**config.mk**
```make
export PLATFORM = sky130hd
export DESIGN_NAME = pipe_skid_reg
export DESIGN_NICKNAME = d
export VERILOG_FILES = /design/src/rtl/pipe_skid_reg_pkg.sv /design/src/rtl/pipe_data_reg.sv /design/src/rtl/pipe_skid_reg.sv
export SDC_FILE = /design/constraint.sdc
export NUM_CORES = 1
export LEC_CHECK = 0
export CAP_MARGIN = 5
export CORE_ASPECT_RATIO = 1.75
export CORE_MARGIN = 1
export CORE_UTILIZATION = 44
export DETAILED_ROUTE_END_ITERATION = 8
export PLACE_DENSITY = 0.75
export SLEW_MARGIN = 5
export SYNTH_ARGS = -nofsm -noshare
export SYNTH_HDL_FRONTEND = slang
export SYNTH_SLANG_ARGS = --single-unit
```
**constraint.sdc**
```tcl
create_clock -name clk -period 1.85 [get_ports clk]
set_input_delay 0.2775 -clock clk [delete_from_list [all_inputs] [get_ports clk]]
set_output_delay 0.2775 -clock clk [all_outputs]
set_load 0.005 [all_outputs]
```
**src/rtl/pipe_skid_reg_pkg.sv**
```systemverilog
// Shared definitions for the pipeline skid register: state encoding and widths.
package pipe_skid_reg_pkg;

  localparam int unsigned ST_W = 2;

  // EMPTY: nothing held; FULL: main register valid; SKID: main + skid both valid.
  // Encoding 2'd3 is unused and recovers to EMPTY.
  typedef enum logic [ST_W-1:0] {
    ST_EMPTY = 2'd0,
    ST_FULL  = 2'd1,
    ST_SKID  = 2'd2
  } st_e;

endpackage

```
**src/rtl/pipe_data_reg.sv**
```systemverilog
// Enabled D register with synchronous active-high reset to RESET_VAL.
module pipe_data_reg #(
  parameter int unsigned          WIDTH     = 32,
  parameter logic [WIDTH-1:0]     RESET_VAL = {WIDTH{1'b0}}
) (
  input  logic             clk,
  input  logic             rst,
  input  logic             en,
  input  logic [WIDTH-1:0] d,
  output logic [WIDTH-1:0] q
);

  logic [WIDTH-1:0] data_d;
  logic [WIDTH-1:0] data_q;

  // Load the new value only when enabled, otherwise hold.
  always_comb begin
    data_d = data_q;
    if (en) begin
      data_d = d;
    end else begin
      data_d = data_q;
    end
  end

  // Storage flop; reset wins over any load.
  always_ff @(posedge clk) begin
    if (rst) begin
      data_q <= RESET_VAL;
    end else begin
      data_q <= data_d;
    end
  end

  assign q = data_q;

endmodule

```
**src/rtl/pipe_skid_reg.sv**
```systemverilog
// Pipeline-stage register with valid/ready handshake, a one-entry skid buffer so
// in_ready comes straight from a flop, and a synchronous flush.
module pipe_skid_reg
  import pipe_skid_reg_pkg::*;
#(
  parameter int unsigned      WIDTH     = 32,
  parameter logic [WIDTH-1:0] RESET_VAL = {WIDTH{1'b0}}
) (
  input  logic             clk,
  input  logic             rst,
  input  logic             flush,
  input  logic             in_valid,
  output logic             in_ready,
  input  logic [WIDTH-1:0] in_data,
  output logic             out_valid,
  input  logic             out_ready,
  output logic [WIDTH-1:0] out_data,
  output logic [1:0]       occ
);

  st_e              state_d;
  st_e              state_q;
  logic             in_fire;
  logic             out_fire;
  logic             main_en;
  logic             skid_en;
  logic             main_sel_skid;
  logic [WIDTH-1:0] main_in;
  logic [WIDTH-1:0] main_q;
  logic [WIDTH-1:0] skid_q;

  // All outputs come from the state flop or the main data flop only.
  assign out_valid = (state_q != ST_EMPTY);
  assign in_ready  = (state_q != ST_SKID);
  assign occ       = state_q;
  assign out_data  = main_q;

  assign in_fire  = in_valid & in_ready;
  assign out_fire = out_valid & out_ready;

  // Next-state and register-load decode; flush empties the stage without touching data.
  always_comb begin
    state_d       = state_q;
    main_en       = 1'b0;
    skid_en       = 1'b0;
    main_sel_skid = 1'b0;
    if (flush) begin
      state_d = ST_EMPTY;
    end else begin
      case (state_q)
        ST_EMPTY: begin
          if (in_fire) begin
            state_d = ST_FULL;
            main_en = 1'b1;
          end else begin
            state_d = ST_EMPTY;
          end
        end
        ST_FULL: begin
          if (in_fire && out_fire) begin
            state_d = ST_FULL;
            main_en = 1'b1;
          end else if (in_fire) begin
            // Downstream stalled: park the new word in the skid register.
            state_d = ST_SKID;
            skid_en = 1'b1;
          end else if (out_fire) begin
            state_d = ST_EMPTY;
          end else begin
            state_d = ST_FULL;
          end
        end
        ST_SKID: begin
          if (out_fire) begin
            // Promote the parked word so FIFO order is preserved.
            state_d       = ST_FULL;
            main_en       = 1'b1;
            main_sel_skid = 1'b1;
          end else begin
            state_d = ST_SKID;
          end
        end
        default: begin
          state_d = ST_EMPTY;
        end
      endcase
    end
  end

  // Main register source: fresh upstream data or the parked skid word.
  always_comb begin
    main_in = in_data;
    if (main_sel_skid) begin
      main_in = skid_q;
    end else begin
      main_in = in_data;
    end
  end

  // State register; reset has priority over flush and handshakes.
  always_ff @(posedge clk) begin
    if (rst) begin
      state_q <= ST_EMPTY;
    end else begin
      state_q <= state_d;
    end
  end

  pipe_data_reg #(
    .WIDTH    (WIDTH),
    .RESET_VAL(RESET_VAL)
  ) u_main_reg (
    .clk(clk),
    .rst(rst),
    .en (main_en),
    .d  (main_in),
    .q  (main_q)
  );

  pipe_data_reg #(
    .WIDTH    (WIDTH),
    .RESET_VAL(RESET_VAL)
  ) u_skid_reg (
    .clk(clk),
    .rst(rst),
    .en (skid_en),
    .d  (in_data),
    .q  (skid_q)
  );

endmodule

```
* Yosys cells after proc, flatten, opt, wreduce, memory -nomap -nowiden *
Index checks and enable logic that the tools add are counted.

storage, ports and cells
  bits in registers = 66
  input port bits = 37
  logic and storage cells = 29

cells by class
  eq/ne operators = 3
  muxes and demuxes = 17
  bitwise gates (word level) = 2
  reductions and logical operators = 4

operators by type and width
  kind                count
  $mux 32             1
  $mux 1              11
  $mux 2              3
  $pmux 2 s3          1
  $pmux 1 s3          1
  $and 1x1->1         2
  $eq 2x1->1 const B  1
  $eq 2x2->1 const B  1
  $logic_not 2->1     1
  $ne 2x2->1 const B  1
  $reduce_bool 2->1   1
  $reduce_or 2->1     1
  $logic_and 1x1->1   1

* Depth between registers and ports, before layout *
Gate-level depths: netlist (run 1).

  depth in word-level cells = 6
  mapped depth = 9

* By module *
From an unflattened synthesis (run 1), not the netlist that was laid out.

second synthesis, totals
  cell total of the unflattened synthesis = 262
  area total of the unflattened synthesis = 3,062.9 µm²

by module, submodules not included
  module         times used  cells each  area an instance (µm²)  sequential area each (µm²)
  pipe_data_reg  2           103         1,163.6                 640.6
  pipe_skid_reg  1           56          735.7                   40.0

* Worst setup path before layout (run 1) *
Ideal clock, no wire load.

  path kind = register to register
  from = register state_q[0] (netlist: occ[0])
  to = register u_main_reg.data_q[16] (netlist: u_main_reg.q[16])
  setup time = 0.087 ns
  data arrival time = 1.883 ns
  required time = 1.763 ns
  slack = -0.120 ns
  cell stages (with the launch flop) = 10
  path through = dfxtp_1 buf_4 or2_2 nand2_1 inv_1 ha_1 mux2_4 a21o_4 buf_6 a221oi_2

on the way
  word-level cells in the longest chain between the ends = 6
  elaborated cells on any way between the ends = 16
  those cells by class = 3 x eq/ne; 8 x mux; 2 x bitwise; 3 x reduce/logical

RTL lines
  what                                         RTL line                                  source
  start, declared                              pipe_skid_reg.sv:22                       st_e state_q;
  start signal, assigned                       pipe_skid_reg.sv:105                      state_q <= state_d;
  $reduce_bool 2->1 (*)                        pipe_skid_reg.sv:33                       assign out_valid = (state_q != ST_EMPTY);
  net out_valid                                pipe_skid_reg.sv:15                       output logic out_valid,
  $and 1x1->1 (*)                              pipe_skid_reg.sv:39                       assign out_fire = out_valid & out_ready;
  $logic_and 1x1->1 or $mux 1 (tied branches)  pipe_skid_reg.sv:60, pipe_skid_reg.sv:74
  $mux 1 (on tied branches)                    pipe_skid_reg.sv:60, pipe_skid_reg.sv:50
  $pmux 1 s3 or $mux 1 (tied branches)         pipe_skid_reg.sv:50, pipe_skid_reg.sv:47
  $mux 1 or $mux 32 (tied branches)            pipe_skid_reg.sv:47, pipe_skid_reg.sv:93
  end signal, assigned                         pipe_data_reg.sv:31                       data_q <= data_d;
  end, declared                                pipe_data_reg.sv:14                       logic [WIDTH-1:0] data_q;

Mark *: on every way through the listed nets, which the timed path passes. The rest lies on a longest branch.
A chain may end at the register's enable or synchronous reset.

* Final worst setup path (run 1) *
  from = register state_q[1] (netlist: occ[1])
  to = register u_main_reg.data_q[30] (netlist: u_main_reg.q[30])

on the way
  word-level cells in the longest chain between the ends = 6
  elaborated cells on any way between the ends = 16
  those cells by class = 3 x eq/ne; 8 x mux; 2 x bitwise; 3 x reduce/logical

RTL lines
  what                                             RTL line
  $ne 2x2->1 or $reduce_bool 2->1 (tied branches)  pipe_skid_reg.sv:34, pipe_skid_reg.sv:33
  $and 1x1->1 (on tied branches)                   pipe_skid_reg.sv:38, pipe_skid_reg.sv:39
  $logic_and 1x1->1 or $mux 1 (tied branches)      pipe_skid_reg.sv:60, pipe_skid_reg.sv:74
  $mux 1 (on tied branches)                        pipe_skid_reg.sv:60, pipe_skid_reg.sv:50
  $pmux 1 s3 or $mux 1 (tied branches)             pipe_skid_reg.sv:50, pipe_skid_reg.sv:47
  $mux 1 or $mux 32 (tied branches)                pipe_skid_reg.sv:47, pipe_skid_reg.sv:93

Parallel ways exist; a longest one is shown, timed or not.

==> flow_metrics.py, run 1 <==
metrics = {
    "run_status": {
        "outcome": "complete, but fails checks",
        "failed_checks": "negative setup slack",
    },
    "clock_network": {
        "cts_hold_repair.buffers": 0,
        "cts_tree": "built",
        "cts_sinks": 66,
        "ctsHtreeMaxLevel": 3,
        "cts_root_buffer": "clkbuf_16",
        "clk_pin_slew_worst_paths_ps": 50,
        "cts_buffers": 9,
        "clk_latency_ps": 320,
        "clockBufferDepth": 2,
    },
    "power_and_ir_drop": {
        "ir_drop_mv": 0.6950,
        "leakagePower_nw": 1.733,
        "clkPwrFrac_pct": 43.3,
        "sw_frac_of_total_pct": 24.18,
        "power_per_cell_area_mw_per_mm2": 829.8,
        "combPwrFrac_pct": 14.3,
        "p_int_mw": 2.726,
        "total_power_mw": 3.596,
        "p_seq_share_pct": 42.4,
        "power.switching_uw": 869.5,
    },
    "sta": {
        "fin_crit_sh_pct": 101.7,
        "tightest_slew_ps": 353.7,
        "setup_viol": 10,
        "report.final.hold_viol_count": 0,
        "slew_headroom_pct": 76.42,
        "fin_ws_ps": -30.63,
        "finalMaxSlewViolations": 0,
        "holdWs_ps": 452.3,
        "fin_worst_skew_ps": 4.545,
        "fin_tns_setup_ps": -156.4,
        "rsz0062_at_grt": "yes",
        "final.min_clock_period_ps": 1881,
        "max_freq_mhz": 531.7,
    },
    "layout": {
        "drive_gt1_share_pct": 22.14,
        "synthToLayoutAreaGrowth_pct": 45.08,
        "fin_cells": 475,
        "final_util_pct": 66.26,
        "fin_area_mm2": 0.004333,
        "num-nets-final": 427,
        "diodes": 0,
        "final.fill_count": 550,
    },
    "detailed_routing": {
        "remaining_drc_errors": 0,
        "wl_met1_um": 2972,
        "postRouteAntennaNets": 0,
        "vias": 2527,
        "routed.top_layer": "met4",
        "drt-initial-drc-count": 90,
        "wl_met2_um": 4154,
        "wl_um": 7570,
        "wl_met3_um": 256,
        "detail_route.wl_per_cell_um": 15.94,
        "firstDrtPassIters": 4,
        "viasPerCell": 5.320,
    },
    "floorplan": {
        "initial_core_util_pct": 45.68,
        "die_area_mm2": 0.007134,
        "dieWidth_um": 64.28,
        "core_mm2": 0.006539,
        "rows": 39,
        "ios": 73,
        "die_h_um": 111.0,
    },
    "critical_path": {
        "endpoint_kind": "register",
        "worstReg2RegStart": "occ[1]$_SDFF_PP0_",
        "reg2regPathDepth": 8,
        "cp_top_family": "compound AO/OA/AOI/OAI gates",
        "worstPathArrival_ps": 2110,
        "reg2reg_to": "u_main_reg.q[30]$_SDFFE_PP0P_",
        "cp_slowest_cell": "dfxtp_4",
        "critPathMaxFanout": 7,
        "start_kind": "register",
        "criticalPathCategory": "register to register",
        "cpPeakStageDelay_ps": 360,
        "rrSetupSlack_ps": -30,
        "worstPathRequired_ps": 2080,
        "path_cells": "or2_4, nand2_4, inv_2, ha_2, mux2_4, a21o_4, clkbuf_16, a221oi_2",
        "critPathBufInv": 2,
    },
    "synthesis": {
        "async_flop_share_pct": 0,
        "syn_area_per_cell_um2": 9.634,
        "ys_ff_latch": 66,
        "ys_seq_area_share_pct": 44.24,
        "syn_area_mm2": 0.002987,
        "ys.flop_type": "dfxtp_1",
        "synth_top_cell_by_area": "dfxtp_1",
        "yosys-top-cells-area": "dfxtp_1 (44%), a221oi_2 (15%), mux2i_1 (11%)",
        "yosys-top-cells-count": "nand2_1 (67), dfxtp_1 (66), mux2i_1 (33), nor2_1 (33), a21oi_1 (32)",
        "yosys.cell_types.count": 23,
        "syn_inst": 310,
        "syn_nets": 349,
        "synth-warning-count": 0,
        "synth.most_common_cell": "nand2_1",
        "synth_edf_count": 0,
        "synth_top_area_share_pct": 44.24,
    },
    "grt": {
        "grt_remaining_overflow": 0,
        "grt_antenna_before_repair": 0,
        "grt_first_pass_wirelength_um": 11920,
        "grt_max_degree": 67,
        "grt_pass1_vias": 2605,
        "grt_usage_pct": 21.23,
    },
    "worst_hold_path": {
        "whs_path_depth": 2,
        "holdPathEnd": "u_skid_reg.q[27]$_SDFFE_PP0P_",
        "hold_path.class": "register to register",
        "hp-start": "u_skid_reg.q[27]$_SDFFE_PP0P_",
    },
    "placed_design": {
        "gp_congestion": 0.7868,
        "io_buffers": 72,
        "dpl_worst_slack_ps": -236.7,
        "placed_cell_area_mm2": 0.003958,
        "dp_hpwl_um": 4762,
        "dp.cells": 456,
    },
    "job": {
        "cap_violations": 0,
    },
}
## power groups by stage
stage / clock network (mW) / logic [mW] / registers, mW
after floorplan: 0 / 0.229 / 1.55
after global placement: 0 / 0.491 / 1.55
after detailed placement: 0 / 0.500 / 1.55
after CTS: 1.58 / 0.505 / 1.52
after global routing: 1.65 / 0.552 / 1.53
final: 1.56 / 0.516 / 1.52
## flip-flops by register name, indices dropped and copies added (netlist names)
name / cells
u_skid_reg.q: 32
occ: 2
u_main_reg.q: 32
## tightest hold or removal path, delay by kind of cell, from the launching register on
family          cells  cell delay (ps)
compound gates      1               50
flops               1              310
simple gates        1               50
## kinds of logic after synthesis
family,synth area share (%)
flops,44.24
simple gates,15.12
fa+ha+maj,0.8377
mux,11.56
compound gates,22.12
buf+inv,6.117
## layer usage
| metal | up-vias | GRT usage, % |
|---|---|---|
| met5 | - | 0 |
| met4 | 0 | 9.333 |
| met3 | 14 | 3.498 |
| met2 | 58 | 37.96 |
| met1 | 1205 | 23.91 |
| li1 | 1250 | - |
## worst max path at each step
| stage | cells after the start | end | slack (ps) | startpoint |
|---|---|---|---|---|
| global placement | 7 | u_main_reg.q[26]$_SDFFE_PP0P_ | -170 | in_valid |
| finish | 8 | u_main_reg.q[30]$_SDFFE_PP0P_ | -30 | occ[1]$_SDFF_PP0_ |
| global route | 8 | u_main_reg.q[9]$_SDFFE_PP0P_ | -90 | occ[1]$_SDFF_PP0_ |
| detailed placement | 7 | u_main_reg.q[24]$_SDFFE_PP0P_ | -240 | in_valid |
| CTS | 8 | u_main_reg.q[24]$_SDFFE_PP0P_ | -10 | occ[1]$_SDFF_PP0_ |
| floorplan | 9 | u_main_reg.q[16]$_SDFFE_PP0P_ | -30 | occ[0]$_SDFF_PP0_ |
## what timing repair did
item                       in CTS  in global routing
pin swaps                       3                  3
resized for setup               5                  4
setup buffers                   1                  0
setup endpoints to repair      30                 31
gates cloned                    0                  2
## layout make-up
class | count | area, µm² | area share, %
Inverter | 2 | 7.507 | 0.1733
Multi-Input combinational cell | 212 | 1535 | 35.43
Sequential cell | 66 | 1326 | 30.61
Clock inverter | 6 | 42.54 | 0.9818
Clock buffer | 10 | 239.0 | 5.515
Tap cell | 82 | 102.6 | 2.368
Timing Repair Buffer | 97 | 1080 | 24.92
## cells in the final DEF (no fill, tap or decap), types with 2 or more instances in the layout
master           count
clkinvlp_4           2
nor2_1              33
a21oi_1             32
clkinv_4             2
a221oi_2            30
nor3_1               2
clkdlybuf4s50_1     71
mux2i_1             33
clkbuf_16           11
a221oi_1             2
clkinv_2             2
dfxtp_1             64
buf_12              11
buf_4               11
ha_2                 2
o22a_1               2
nand2_1             65
Note: power is estimated with default switching activity, not from simulation.
==> run 2, diff against run 1 <==
--- a/config.mk
+++ b/config.mk
@@ -8,9 +8,8 @@
 export CAP_MARGIN = 5
 export CORE_ASPECT_RATIO = 1.75
 export CORE_MARGIN = 1
-export CORE_UTILIZATION = 44
+export CORE_UTILIZATION = 35
 export DETAILED_ROUTE_END_ITERATION = 8
-export PLACE_DENSITY = 0.75
 export SLEW_MARGIN = 5
 export SYNTH_ARGS = -nofsm -noshare
 export SYNTH_HDL_FRONTEND = slang
==> run 2 against run 1 <==
  * The run still ends with negative setup slack left
  * Sequential share of layout area fell by 1.5 points
  * Worst hold slack got worse by 84 ps
  * Flip-flop and latch count stayed put
  * Core utilization down 11 points
  * Final area rose by 5.3%
  * Highest routed layer unchanged
==> flow_metrics.py, run 2 (synthesized netlist as in run 1, its figures left out) <==
metrics = {
    "sta": {
        "report.final.hold_viol_count": 0,
        "fin_worst_skew_ps": 4.478,
        "rsz0062_at_grt": "yes",
        "tightest_slew_ps": 250.6,
        "setup_viol": 17,
        "slew_headroom_pct": 82.82,
        "fin_tns_setup_ps": -132.2,
        "fin_ws_ps": -33.15,
        "final.min_clock_period_ps": 1883,
        "max_freq_mhz": 531.0,
        "fin_crit_sh_pct": 101.8,
        "finalMaxSlewViolations": 0,
    },
    "grt": {
        "grt_pass1_vias": 2473,
        "use_met3_pct": 3.815,
        "grt_max_degree": 47,
        "grt_remaining_overflow": 0,
        "grt_first_pass_wirelength_um": 12300,
        "grt_antenna_before_repair": 0,
        "use_met2_pct": 30.36,
        "grt_use_met1_pct": 21.13,
        "grt_usage_pct": 17.92,
        "grt.busiest_layer": "met2",
    },
    "power_and_ir_drop": {
        "p_seq_share_pct": 43.1,
        "power_per_cell_area_mw_per_mm2": 775.1,
        "leakagePower_nw": 1.859,
        "sw_frac_of_total_pct": 23.16,
        "power.switching_uw": 819.0,
        "clkPwrFrac_pct": 41.1,
        "p_int_mw": 2.717,
        "combPwrFrac_pct": 15.8,
        "ir_drop_mv": 0.4753,
    },
    "detailed_routing": {
        "wl_um": 7928,
        "detail_route.wl_per_cell_um": 16.25,
        "drt-initial-drc-count": 91,
        "viasPerCell": 5.258,
        "vias": 2566,
        "firstDrtPassIters": 4,
        "remaining_drc_errors": 0,
        "postRouteAntennaNets": 0,
    },
    "floorplan": {
        "die_area_mm2": 0.008921,
        "rows": 44,
        "initial_core_util_pct": 36.17,
        "die_h_um": 124.2,
        "dieWidth_um": 71.83,
        "ios": 73,
        "core_mm2": 0.008258,
    },
    "clock_network": {
        "cts_sinks": 66,
        "cts_hold_repair.buffers": 0,
        "clockBufferDepth": 2,
        "cts_tree": "built",
        "clk_pin_slew_worst_paths_ps": 50,
        "cts_buffers": 9,
        "cts_root_buffer": "clkbuf_16",
        "clk_latency_ps": 320,
        "ctsHtreeMaxLevel": 3,
    },
    "placed_design": {
        "dp.cells": 466,
        "placed_cell_area_mm2": 0.003970,
        "io_buffers": 72,
        "dp_hpwl_um": 4864,
        "dpl_worst_slack_ps": -217.9,
        "gp_congestion": 0.7118,
    },
    "layout": {
        "final_cell_mix": "clkdlybuf4s50_1 (70), dfxtp_1 (64), nand2_1 (51)",
        "diodes": 0,
        "drive_gt1_share_pct": 30.30,
        "layout_commonest_cell": "clkdlybuf4s50_1",
        "num-nets-final": 434,
        "synthToLayoutAreaGrowth_pct": 52.74,
        "fin_area_mm2": 0.004562,
        "fin_cells": 488,
    },
    "worst_hold_path": {
        "hold_path.class": "input port to register",
    },
    "run_status": {
        "failed_checks": "negative setup slack",
        "outcome": "complete, but fails checks",
    },
    "critical_path": {
        "worstPathArrival_ps": 2120,
        "rrSetupSlack_ps": -30,
        "criticalPathCategory": "register to register",
        "worstPathRequired_ps": 2080,
        "start_kind": "register",
        "endpoint_kind": "register",
        "critPathMaxFanout": 7,
    },
    "job": {
        "cap_violations": 0,
    },
}
## run 2: changes by cell type in the layout (fill, tap and decap cells not counted), sizes merged
cell and delta:
buf +7, clkinv -3, clkbuf +2, clkinvlp -2, clkdlybuf4s50 -1
## run 2: area by class of cell
type | instances | area, µm²
multi-input cells | 212 | 1703
well taps | 92 | 115.1
inverters | 2 | 7.507
repair buffers | 104 | 1162
clock inverters | 1 | 5.005
flip-flops and latches | 66 | 1326
fillers | 754 | 3696
clock buffers | 11 | 242.7
## run 2: power groups by stage
stage	Clock (mW)	Combinational, mW	Sequential (mW)
after floorplan	0	0.229	1.55
after global placement	0	0.498	1.55
after detailed placement	0	0.504	1.55
after CTS	1.49	0.530	1.52
after global routing	1.54	0.599	1.53
final	1.45	0.559	1.52
## run 2: critical path, stage by stage (launching register included)
cell       delay (ps)
dfxtp_4           350
or2_4             240
nand2_4            60
inv_2              40
ha_4              140
mux2_4            260
a21o_4            280
clkbuf_16         180
a221oi_2          240
## run 2: routing by layer
layer	vias up	routed length, µm
met1	1234	3273
met3	12	263
met4	0	178
met2	53	4213
met5	-	0
li1	1267	-
## run 2: final timing paths
kind / startpoint / endpoint / cells after the start
max: occ[1]$_SDFF_PP0_ / u_main_reg.q[29]$_SDFFE_PP0P_ / 8
min: rst / u_skid_reg.q[21]$_SDFFE_PP0P_ / 3
max reg2reg: occ[1]$_SDFF_PP0_ / u_main_reg.q[29]$_SDFFE_PP0P_ / 8
min reg2reg: u_skid_reg.q[16]$_SDFFE_PP0P_ / u_skid_reg.q[16]$_SDFFE_PP0P_ / 2
## run 2: metrics by stage
step / util (%) / hold WS (ps) / power [mW]
final: 55.24 / 368.1 / 3.536
after global routing: 55.24 / 376.9 / 3.666
after CTS: 52.44 / 354.6 / 3.544
after detailed placement: 48.08 / 445.6 / 2.056
after global placement: 48.08 / 440.5 / 2.049
after floorplan: - / 347.0 / 1.779
## run 2: what timing repair did
item	in CTS	in global routing
buffers inserted	7	0
pin swaps	4	12
resized for setup	13	42
setup endpoints to repair	29	63
cloned	1	3
